File: config.mk
export PLATFORM = sky130hd
export DESIGN_NAME = controlador_varredura_display
export DESIGN_NICKNAME = d
export VERILOG_FILES = /design/src/rtl/pacote_display_pkg.sv /design/src/rtl/controlador_varredura_display_decodificador.sv /design/src/rtl/controlador_varredura_display.sv
export SDC_FILE = /design/constraint.sdc
export NUM_CORES = 1
export LEC_CHECK = 0
export CORE_ASPECT_RATIO = 1.2
export CORE_MARGIN = 10
export CORE_UTILIZATION = 27
export DETAILED_ROUTE_END_ITERATION = 7
export GPL_TIMING_DRIVEN = 0
export PLACE_DENSITY = 0.53
export SYNTH_ARGS = -nofsm -noshare
export SYNTH_HDL_FRONTEND = slang
export SYNTH_HIERARCHICAL = 1
export SYNTH_SLANG_ARGS = --single-unit
File: constraint.sdc
create_clock -name clock -period 3.1 [get_ports clock]
set_clock_uncertainty 0.15 [all_clocks]
set_input_delay 0.62 -clock clock [delete_from_list [all_inputs] [get_ports clock]]
set_output_delay 0.62 -clock clock [all_outputs]
set_load 0.03 [all_outputs]
File: src/rtl/pacote_display_pkg.sv
// Shared types and constants for the multiplexed 7-segment display scanner.
// Segment vectors are ordered a..g with segment a in bit 6.
package pacote_display_pkg;

  typedef enum logic [1:0] {
    DESLIGADO = 2'd0,
    APAGADO   = 2'd1,
    EXIBINDO  = 2'd2
  } estado_t;

  localparam int BCD_W = 4;
  localparam int SEG_W = 7;

  localparam logic [SEG_W-1:0] SEG_APAGADO = 7'b0000000;
  localparam logic [SEG_W-1:0] SEG_ERRO    = 7'b0110000;

  function automatic int maximo(input int a, input int b);
    return (a > b) ? a : b;
  endfunction

endpackage

File: src/rtl/controlador_varredura_display_decodificador.sv
// BCD to 7-segment decoder, purely combinational, active-high segments.
// Codes 10..15 produce the error pattern.
module decodificador_bcd_para_display_sete_segmentos
  import pacote_display_pkg::*;
(
  input  logic [BCD_W-1:0] bcd_i,
  output logic [SEG_W-1:0] segmentos_o
);

  always_comb begin
    segmentos_o = SEG_ERRO;
    case (bcd_i)
      4'd0: segmentos_o = 7'b1111110;
      4'd1: segmentos_o = 7'b0110000;
      4'd2: segmentos_o = 7'b1101101;
      4'd3: segmentos_o = 7'b1111001;
      4'd4: segmentos_o = 7'b0110011;
      4'd5: segmentos_o = 7'b1011011;
      4'd6: segmentos_o = 7'b1011111;
      4'd7: segmentos_o = 7'b1110000;
      4'd8: segmentos_o = 7'b1111111;
      4'd9: segmentos_o = 7'b1111011;
      default: segmentos_o = SEG_ERRO;
    endcase
  end

endmodule

File: src/rtl/controlador_varredura_display.sv
// Scans NUM_DIGITOS common-cathode digits with a blank gap between digits; double-buffered BCD input.
// Optional SUPRESSAO_ZEROS_EN blanks leading zeros (digit 0 always shown).
module controlador_varredura_display
  import pacote_display_pkg::*;
#(
  parameter int NUM_DIGITOS   = 4,
  parameter int DIVISOR       = 50000,
  parameter int TEMPO_APAGADO = 16
) (
  input  logic                         clock,
  input  logic                         reset_n,
  input  logic                         habilita,
  input  logic                         atualiza,
  input  logic [BCD_W*NUM_DIGITOS-1:0] valores,
  output logic [SEG_W-1:0]             segmentos,
  output logic [NUM_DIGITOS-1:0]       seleciona,
  output logic                         fim_varredura
);

  localparam int CNT_W = $clog2(maximo(DIVISOR, TEMPO_APAGADO));
  localparam int IDX_W = $clog2(NUM_DIGITOS);
  localparam int DAT_W = BCD_W * NUM_DIGITOS;
  localparam logic [CNT_W-1:0] FIM_EXIBE  = CNT_W'(DIVISOR - 1);
  localparam logic [CNT_W-1:0] FIM_APAGA  = CNT_W'(TEMPO_APAGADO - 1);
  localparam logic [IDX_W-1:0] ULTIMO_DIG = IDX_W'(NUM_DIGITOS - 1);

  estado_t                estado_q, estado_d;
  logic [CNT_W-1:0]       contador_q, contador_d;
  logic [IDX_W-1:0]       indice_q, indice_d;
  logic [DAT_W-1:0]       shadow_q, shadow_d;
  logic [DAT_W-1:0]       ativo_q, ativo_d;
  logic [SEG_W-1:0]       segmentos_q, segmentos_d;
  logic [NUM_DIGITOS-1:0] seleciona_q, seleciona_d;
  logic                   fim_q, fim_d;
  logic                   carrega;
  logic [BCD_W-1:0]       bcd_atual;
  logic [SEG_W-1:0]       seg_decod;
  logic [NUM_DIGITOS-1:0] apagar;

  always_comb begin
    estado_d   = estado_q;
    contador_d = contador_q + 1'b1;
    indice_d   = indice_q;
    shadow_d   = atualiza ? valores : shadow_q;
    ativo_d    = ativo_q;
    fim_d      = 1'b0;
    carrega    = 1'b0;
    if (!habilita) begin
      estado_d   = DESLIGADO;
      contador_d = '0;
      indice_d   = '0;
    end else begin
      case (estado_q)
        DESLIGADO: begin
          estado_d   = APAGADO;
          contador_d = '0;
          carrega    = 1'b1;
        end
        APAGADO: begin
          if (contador_q == FIM_APAGA) begin
            estado_d   = EXIBINDO;
            contador_d = '0;
          end
        end
        EXIBINDO: begin
          if (contador_q == FIM_EXIBE) begin
            estado_d   = APAGADO;
            contador_d = '0;
            if (indice_q == ULTIMO_DIG) begin
              indice_d = '0;
              fim_d    = 1'b1;
              carrega  = 1'b1;
            end else begin
              indice_d = indice_q + 1'b1;
            end
          end
        end
        default: begin
          estado_d   = DESLIGADO;
          contador_d = '0;
          indice_d   = '0;
        end
      endcase
    end
    // A strobe coinciding with the frame swap goes straight to the active buffer.
    if (carrega) ativo_d = atualiza ? valores : shadow_q;
  end

  assign bcd_atual = ativo_d[BCD_W*int'(indice_d) +: BCD_W];

  decodificador_bcd_para_display_sete_segmentos u_decod (
    .bcd_i       (bcd_atual),
    .segmentos_o (seg_decod)
  );

`ifdef SUPRESSAO_ZEROS_EN
  logic zeros_acima;

  always_comb begin
    zeros_acima = 1'b1;
    apagar      = '0;
    for (int i = NUM_DIGITOS - 1; i > 0; i--) begin
      zeros_acima = zeros_acima && (ativo_d[BCD_W*i +: BCD_W] == '0);
      apagar[i]   = zeros_acima;
    end
  end
`else
  assign apagar = '0;
`endif

  always_comb begin
    seleciona_d = '0;
    segmentos_d = SEG_APAGADO;
    if (estado_d == EXIBINDO) begin
      seleciona_d = NUM_DIGITOS'(1) << indice_d;
      segmentos_d = apagar[indice_d] ? SEG_APAGADO : seg_decod;
    end
  end

  always_ff @(posedge clock) begin
    if (!reset_n) begin
      estado_q    <= DESLIGADO;
      contador_q  <= '0;
      indice_q    <= '0;
      shadow_q    <= '0;
      ativo_q     <= '0;
      segmentos_q <= SEG_APAGADO;
      seleciona_q <= '0;
      fim_q       <= 1'b0;
    end else begin
      estado_q    <= estado_d;
      contador_q  <= contador_d;
      indice_q    <= indice_d;
      shadow_q    <= shadow_d;
      ativo_q     <= ativo_d;
      segmentos_q <= segmentos_d;
      seleciona_q <= seleciona_d;
      fim_q       <= fim_d;
    end
  end

  assign segmentos     = segmentos_q;
  assign seleciona     = seleciona_q;
  assign fim_varredura = fim_q;

endmodule

==> impl_results.md <==
* Post-synth top area cell: dfxtp_1
* Sw Ratio at 23.5%
* Die height at 135 um
* Via density at 4.47
* HPWL Detailed at about 4600 um
* Clock Sinks at 64
* Synth top area cells: dfxtp_1 (43%), mux2i_1 (11%), nor2_1 (5.7%)
* Register bit count reported by yosys at 64
* Final period utilization at 102%
* Wirelength per Cell at 13.2 um
* R2R cell count at 16
* Comb pwr share at 12.5%
* Tmin final at 3170 ps
* Fmax at 315 MHz
* Post-Synthesis Cells at 310
* Global-route wire length before repair at between 10000 and 15000 um
* Clock Power Share at 46.7%
* Mapped Area at 2990 sq um
* TritonCTS Buffers at 9
* Total power at 2090 uW
* GPL Wtd Cong at 0.812
* Crit path DAT at 3270 ps
* Hold Crit Start: ativo_q[3]
* Drt total wl at 6730 um
* Max Slew Vio Count at 0
* Worst Tran Pin Value at approximately 850 ps
* Number of H-tree levels at 3
* Worst Hold Depth at 2
* Clock slew at reported path FFs at 50 ps
* Number of hold violations in the final report at 0
* Post-place setup slack at -1020 ps
* FFs w/ async S/R, synth at 0%
* Leakage dissipation at 0.00161 uW
* Die width at 116 um
* Setup TNS at -240 ps
* Fin nets at ~410
* Drt pass-1 iters at 4
* Clk_lat worst skew at 330 ps
* Endpoints failing setup at 5
* Crit path max fanout at 7
* Post-synth top area share at 42.9%
* DRC at 0
* Sequential Power Share at 40.8%
* Synth Area per Inst at 9.63 sq um
* IO Count at 32
* P&R area growth vs syn at 41.8%
* CTS Buffer Depth at 2
* Element type at the critical path end: flop
* Iter 0 DRT Violations at 94
* Pin count of the biggest net entering global routing at 12
* Setup CP Type: reg2reg
* CTS tree: done
* Status: finished with violations
* Number of synthesized flops with an enable pin at 0
* RR Startpoint: contador_q[0]
* RSZ-0062 raised after global routing: yes
* Syn_nets at 342
* Worst setup path startpoint: contador_q[0]
* Register area share after synthesis at 42.9%
* Max Cap Viol at 0
* Root Driver: clkbuf_16
* Ratio of cells with drive above 1 in the final layout at around a quarter
* Max_slew headroom at a little over two fifths
* Yosys cell types at 45
* CP Data Required Time at 3190 ps
* YS warnings at 6
* Vias at roughly 2300
* Vias in the first global route at about 2300
* Die area at 15700 sq um
* Final worst-path setup slack at -74.9 ps
* Antenna viol nets, final at 0
* Initial Util at 27.3%
* Core area at 10900 sq um
* GR Overflow Total at 0
* Maximum VDD drop at approximately 0.23 mV
* Failing checks: negative setup slack
* Cts hold-fix bufs at 0
* Rows at 42
* Min-Delay Path Class: reg2reg
* Worst setup SP type: flop
* P per Cell Area at roughly 490 nW/um^2
* Global Route Usage Sum at 9.02%
* Net Switching at between 400 and 500 uW
* Internal power at 1600 uW
* Initial antenna violation count at 0
* IO Port Bufs at 30
* Diodes inserted at 0
* Ys flop type: dfxtp_1
==> stage by stage <==
step                util, %  instance area [sq um]  hold slack (ps)  std cells
CTS                    37.0                   4040              339        503
finish                 38.7                   4230              334        510
detailed placement     31.8                   3470              286        472
global placement       31.8                   3470              277        472
global route           38.7                   4230              357        510
floorplan                 -                   3010              263        310
==> kinds of logic after synthesis <==
| family | count (synthesis) | share of synthesized area [%] |
|---|---|---|
| buffers and inverters | 39 | 6.66 |
| and+or+nand+nor | 114 | 20.1 |
| xor gates and xnor gates | 14 | 4.11 |
| muxes | 44 | 15.5 |
| adders and majority gates | 12 | 5.03 |
| DFF | 64 | 42.9 |
| AOI/OAI and AO/OA | 23 | 5.70 |
==> placed cells by master, fill, tap and decap left out, types with 8 or more instances in the layout <==
| cell | Yosys | routed |
|---|---|---|
| dfxtp_1 | 64 | 60 |
| nor2_1 | 45 | 44 |
| clkdlybuf4s50_1 | 0 | 29 |
| inv_1 | 25 | 23 |
| buf_4 | 0 | 19 |
| mux2i_1 | 32 | 16 |
| and2_1 | 16 | 16 |
| nand2_1 | 10 | 10 |
| mux2_2 | 10 | 10 |
| mux2i_4 | 0 | 10 |
| clkbuf_16 | 0 | 10 |
| nand3_1 | 9 | 9 |
| clkbuf_1 | 7 | 8 |
| xor2_1 | 8 | 8 |
| ha_1 | 12 | 8 |
==> repair_timing <==
| action | CTS | global route |
|---|---|---|
| pin swaps | 11 | 9 |
| resized for setup | 34 | 25 |
| endpoints found under the hold margin | 0 | 0 |
| gates cloned | 0 | 1 |
| buffers inserted | 15 | 6 |
| endpoints found under the setup margin | 7 | 7 |
==> sequential cells by signal, summed over array words and instances, names as in the netlist <==
name           count
ativo_q           16
contador_q        16
shadow_q          16
segmentos          7
seleciona          4
estado_q           2
indice_q           2
fim_varredura      1
==> synth_stat cells (all sizes together) (5+ instances only) <==
cell,number
xnor2,6
dfxtp,64
ha,12
mux2i,32
xor2,8
nor2,45
mux2,12
nand3,10
nand2,12
clkbuf,9
inv,25
o21ai,10
and2,16
a21oi,5
nor3,9
==> critical path, stage by stage, from the launching register on <==
cell	delay, ps
dfxtp_2	350
ha_4	140
and3_1	150
clkbuf_8	130
nand2_4	80
or3_4	410
a31oi_4	200
buf_8	170
mux2_4	320
mux2i_4	230
inv_4	100
ha_4	180
nor2_4	120
a21oi_1	50
o21ai_1	120
inv_1	60
nor3_2	120
==> layout make-up <==
cell class | count | area, sq um
flip-flops and latches | 64 | 1290
clock buffers | 10 | 229
well taps | 132 | 165
multi-input cells | 207 | 1780
clock inverters | 6 | 60.1
plain buffers | 13 | 111
inverters | 26 | 103
fillers | 1097 | 6700
repair buffers | 52 | 498
==> layer usage <==
layer	wire length [um]	share of wire [%]	global-route usage (%)	vias to the layer above
li1	-	-	-	1154
met2	3240	48	14.3	43
met3	327	4.9	2.39	14
met1	2980	44	10.7	1070
met5	0	0	0	-
met4	186	2.8	5.29	0
==> power groups by stage <==
stage	clock [uW]	sequential, uW	combinational [uW]
finish	977	853	262
global route	1040	855	289
CTS	1000	853	222
detailed placement	0	872	187
global placement	0	871	185
floorplan	0	870	133
==> final timing paths <==
path                   to  slack [ps]
max          segmentos[3]         -70
min            ativo_q[3]         330
max reg2reg  segmentos[3]         -70
min reg2reg    ativo_q[3]         330
Power figures use the tool's default switching activity.
==> RTL change 1: new RTL, config.mk and constraints unchanged <==
Re-encode `estado_t` (3 values) as one-hot, 3 bits wide.
--- a/src/rtl/pacote_display_pkg.sv
+++ b/src/rtl/pacote_display_pkg.sv
@@ -4,6 +4,6 @@
 
-  typedef enum logic [1:0] {
-    DESLIGADO = 2'd0,
-    APAGADO   = 2'd1,
-    EXIBINDO  = 2'd2
+  typedef enum logic [2:0] {
+    DESLIGADO = 3'b001,
+    APAGADO   = 3'b010,
+    EXIBINDO  = 3'b100
   } estado_t;
Formal check against the unedited RTL: same outputs for any inputs over 10 cycles, from zero or initial values and one cycle with reset_n low; not proved beyond that.
==> RTL change 1 against the original RTL <==
The run still ends with negative setup slack left. Design area down 6.6%. Sequential cell count increased by 1. Via count shrank 6.5%. Non-clock buffer count is 11 lower. Area after synthesis fell by 3.4%. Cell count down 4.9%. Worst hold slack got worse by 38 ps. Critical path depth shrank 3. Power grew 1.2%. Routed wire length decreased by 7.9%. Setup slack better by 14 ps.
==> RTL change 1: results (changes against the original RTL) <==
Detailed routing
  – Drt initial violations: 67 (-29%)
  – Final WL: 6.20 mm (-7.9%)
  – Pre-antenna DRT Iters: 4 (unchanged)
  – DR vias/cell: 4.40 (-1.7%)

Synthesis
  – Synth cell types: 44 (-2.2%)
  – Sequential-to-total area share from yosys stat: 45.1% (+2.2 points)
  – Yosys warnings: 6 (unchanged)
  – Synth top area cells: dfxtp_1 (45%), mux2i_1 (8.3%), mux2_2 (6.2%), nor2_1 (6.2%), and2_1 (5.2%)
  – EDFF count, synth: 0 (unchanged)
  – Share of flip-flops with an asynchronous set or reset: 0% (unchanged)
  – Most instantiated cells after synthesis: dfxtp_1 (65), nor2_1 (48), and2_1 (24), mux2i_1 (24), mux2_2 (16)
  – Synth Net Count: 323 (-5.6%)

Timing
  – Max_slew headroom: 71.7% (+30 points)
  – Final setup margin: -61.1 ps (+13.8 ps)
  – Setup violations, final: 4 (-1)

Critical path
  – Crit path DAT: 3230 ps (-40 ps)
  – CP max FO: 8 (+1)

Place
  – Gp weighted congestion: 0.782 (-3.6%)
  – PortBufs: 30 (unchanged)
  – Place WS: -877 ps (+146 ps)
  – DP HPWL: 4.57 mm (-0.61%)

Run status
  – Status: complete, but fails checks
  – Failing checks: negative setup slack

Global route
  – Largest net degree at the start of global routing: 13 (+1)
  – Via count of the first global-routing pass: 2175 (-5.3%)
  – Initial antenna violation count: 0 (unchanged)
  – GRT Util Overall: 8.42% (-0.60 points)
  – First-pass GRT wire length: 10.2 mm (-9.6%)

Layout
  – Top Registers: ativo_q x16, contador_q x16, shadow_q x16
  – Layout cells sized above 1: 24.7% (-2.0 points)
  – # diodes: 0 (unchanged)
  – Filler cells: 1080 (-1.5%)
  – Fin nets: 379 (-6.4%)

Clocking
  – Cts bufs inserted: 9 (unchanged)
  – CTS HTree Levels: 3 (unchanged)
  – Root buf cell: clkbuf_16
  – CTS max path bufs: 2 (unchanged)
  – Clock Pin Slew Worst Setup and Hold Paths: 50 ps (about the same)
  – Clock latency on the worst-skew pair: 330 ps (about the same)

Hold path
  – Hold Path Class: reg -> reg

Power and ir drop
  – Leak Pwr: 0.00158 uW (-2.1%)
  – VDD IR max: 0.000276 V (+19%)
RTL change 1: area by class of cell:
cell class | count | share of cell area, %
multi-input combinational | 212 | 41.5
sequential | 65 | 33.1
timing repair buffer | 45 | 10.9
clock buffer | 10 | 6.05
tap | 129 | 4.08
clock inverter | 6 | 1.68
buffer | 9 | 1.68
inverter | 9 | 1.04
RTL change 1: logic make-up after synthesis:
group	count (synthesis)	synth area share [%]
simple gates	126	22.9
mux	44	16.7
fa+ha+maj	8	3.47
flops	65	45.1
xor+xnor	14	4.25
compound gates	20	4.55
buf+inv	18	3.04
RTL change 1: power by group:
part	total, uW	switching [uW]	internal [uW]
Sequential	870	9.21	861
Combinational	227	104	123
Clock	1020	375	645
RTL change 1: what timing repair did:
action	4_1_cts	5_1_grt
gates resized for setup	19	24
endpoints found under the hold margin	0	0
pin swaps	3	3
setup endpoints to repair	7	6
buffers inserted	5	10
cloned	0	0
RTL change 1: critical path, stage by stage (launching register included):
cell     delay [ps]
dfxtp_2         340
or4_4           550
nor4_4          320
buf_4           180
nand4_1         130
o311a_4         180
buf_8           140
mux2i_1         110
mux2_4          320
inv_4           100
ha_4            210
a21oi_2         110
o21ai_0          70
and2_1          130
RTL change 1: per-layer routing:
layer	share of wire, %	up-vias	GRT usage, %
li1	-	1110	-
met1	43	985	9.47
met2	52	25	13.9
met3	3.2	13	3.28
met4	1.6	0	3.35
met5	0	-	0
RTL change 1: worst paths after layout:
check | slack [ps] | startpoint | cells after the start | endpoint
worst max-delay path | -60 | contador_q[13] | 13 | segmentos[3]
worst min register to register | 300 | contador_q[0] | 1 | contador_q[0]
worst max register to register | -60 | contador_q[13] | 13 | segmentos[3]
worst min-delay path | 300 | contador_q[0] | 1 | contador_q[0]
RTL change 1: stage by stage:
step	util (%)	instances	setup TNS (ps)	hold slack (ps)	cell area [um^2]
final	37.8	485	-208	296	3950
after floorplan	-	295	0	268	2890
after global routing	37.8	485	-1030	332	3950
after CTS	36.1	475	0	302	3780
after global placement	32.0	454	-5480	280	3350
after detailed placement	32.0	454	-5420	290	3350
==> RTL change 2: new RTL, same settings <==
Made on the original files. The package constant `BCD_W` goes from 4 to 6.
--- a/src/rtl/pacote_display_pkg.sv
+++ b/src/rtl/pacote_display_pkg.sv
@@ -10,3 +10,3 @@
 
-  localparam int BCD_W = 4;
+  localparam int BCD_W = 6;
   localparam int SEG_W = 7;
Ports: changed (resized valores); port bits go from 32 to 40. The function was not compared with the original's and may differ.
==> RTL change 2 against the original RTL <==
The run still ends with negative setup slack left. Sequential cell count is 16 higher. Sequential power grew 25%. First-iteration DRC count fell by 31%. Routed wire length grew 23%. Design area is 19% higher. Critical path depth down 3. Area after synthesis grew 21%. Power increased by 22%. Combinational power rose by 25%. Setup slack improved by 14 ps. Cell count grew 20%. Largest cell class unchanged.
==> RTL change 2: results (changes against the original RTL) <==
Clocking
  – Root buf cell: clkbuf_16
  – CTS HTree Levels: 3 (unchanged)
  – Cts bufs inserted: 9 (unchanged)

Place
  – Place WS: -876 ps (+146 ps)
  – Placed cell area: 4260 um^2 (+23%)
  – PortBufs: 38 (+27%)
  – DP HPWL: 5.78 mm (+26%)
  – Gp weighted congestion: 0.790 (-2.7%)

Synthesis
  – Xor/xnor share of the synthesized area: 3.40% (-0.71 points)
  – Most instantiated cells after synthesis: dfxtp_1 (80), nor2_1 (52), mux2i_1 (48)
  – Compound-gate portion of the synthesized area: 5.20% (-0.50 points)
  – Synth top area cells: dfxtp_1 (44%), mux2i_1 (13%), nor2_1 (5.4%), mux2_2 (5.3%), and2_1 (4.2%)
  – Adder-cell share of the synthesized area: 3.81% (-1.2 points)
  – Multiplexer share of the synthesized area: 19.4% (+3.9 points)
  – Synth cell types: 46 (+2.2%)
  – Synth Net Count: 411 (+20%)
  – Yosys reg bits: 80 (+25%)
  – Yosys warnings: 6 (unchanged)
  – Sequential-to-total area share from yosys stat: 44.4% (+1.5 points)

Power and ir drop
  – VDD IR max: 0.000209 V (-10%)
  – Leak Pwr: 0.00195 uW (+21%)

Layout
  – Top Registers: ativo_q x24, shadow_q x24, contador_q x16
  – Multi-In Gates: 246 (+19%)
  – Count of non-CTS buffers in the layout: 75 (+15%)
  – Fraction of area in multi-input gates: 42.0% (about the same)
  – # diodes: 0 (unchanged)
  – Non-clock buffer share: 13.1% (-1.3 points)
  – Fin nets: 480 (+19%)
  – Inverters excl. clock: 29 (+12%)
  – Final clock-cell share: 6.43% (-0.40 points)
  – Layout cells sized above 1: 25.3% (-1.4 points)
  – Filler cells: 1320 (+20%)
  – Footprint of the multi-input gates: 2110 um^2 (+19%)
  – Clkbuf count: 11 (+1)
  – Sequential Area: 1610 um^2 (+25%)

Run status
  – Failing checks: negative setup slack
  – Status: complete, but fails checks

Timing
  – Setup violations, final: 5 (unchanged)
  – Final setup margin: -60.6 ps (+14.3 ps)
  – Max_slew headroom: 66.8% (+25 points)

Detailed routing
  – DR vias/cell: 4.36 (-2.4%)
  – Final WL: 8.27 mm (+23%)
  – Drt initial violations: 65 (-31%)

Global route
  – GRT Util Overall: 9.11% (+0.091 points)
  – First-pass GRT wire length: 13.7 mm (+21%)
  – Largest net degree at the start of global routing: 14 (+2)
  – Via count of the first global-routing pass: 2728 (+19%)

Critical path
  – Launch point of the worst path: contador_q[4]
  – CP max FO: 6 (-1)

Hold path
  – Hold Path Origin: ativo_q[0]

Floorplanning
  – FP Rows: 46 (+9.5%)
[RTL change 2: path summary, 6_finish.rpt]
kind	endpoint	slack, ps	depth (start not counted)
worst max-delay path	segmentos[2]	-60	13
worst min-delay path	ativo_q[0]	340	2
worst max register to register	segmentos[2]	-60	13
worst min register to register	ativo_q[0]	340	2
[RTL change 2: routing by layer]
layer | GRT usage [%] | wire (um)
met5 | 0 | 0
met2 | 15.2 | 4120
met3 | 2.93 | 323
met4 | 3.46 | 99
met1 | 10.5 | 3720
[RTL change 2: cells by family after synthesis]
| logic type | count (synthesis) |
|---|---|
| DFF | 80 |
| xor gates and xnor gates | 14 |
| buffers and inverters | 46 |
| and+or+nand+nor | 129 |
| adders and majority gates | 11 |
| AOI/OAI and AO/OA | 25 |
| muxes | 67 |
[RTL change 2: what timing repair did]
action,4_1_cts,5_1_grt
setup endpoints to repair,7,7
gates cloned,1,0
buffers inserted,16,4
pin swaps,15,8
gates resized for setup,40,24
[RTL change 2: report_power, final]
part           total [uW]  leakage (uW)  switching, uW  internal [uW]
Clock                1140      0.000152            418            726
Combinational         327       0.00114            159            168
Sequential           1070      0.000655           9.46           1060
[RTL change 2: metrics by stage]
stage / hold WS, ps / setup TNS (ps) / cells / total power, uW
floorplan: 241 / 0 / 372 / 1270
CTS: 342 / -120 / 610 / 2550
global route: 362 / -940 / 614 / 2650
detailed placement: 256 / -5190 / 578 / 1350
global placement: 249 / -4930 / 578 / 1350
finish: 343 / -222 / 614 / 2540
[RTL change 2: critical path: stages (launching register included)]
cell and delay (ps):
dfxtp_4 360, nor4_4 350, nand3_4 170, o211a_1 260
o31a_1 390, buf_6 190, mux2i_4 190, mux2i_4 220
buf_4 190, ha_2 200, a21oi_2 50, a21oi_1 140
inv_1 60, nor3_1 160
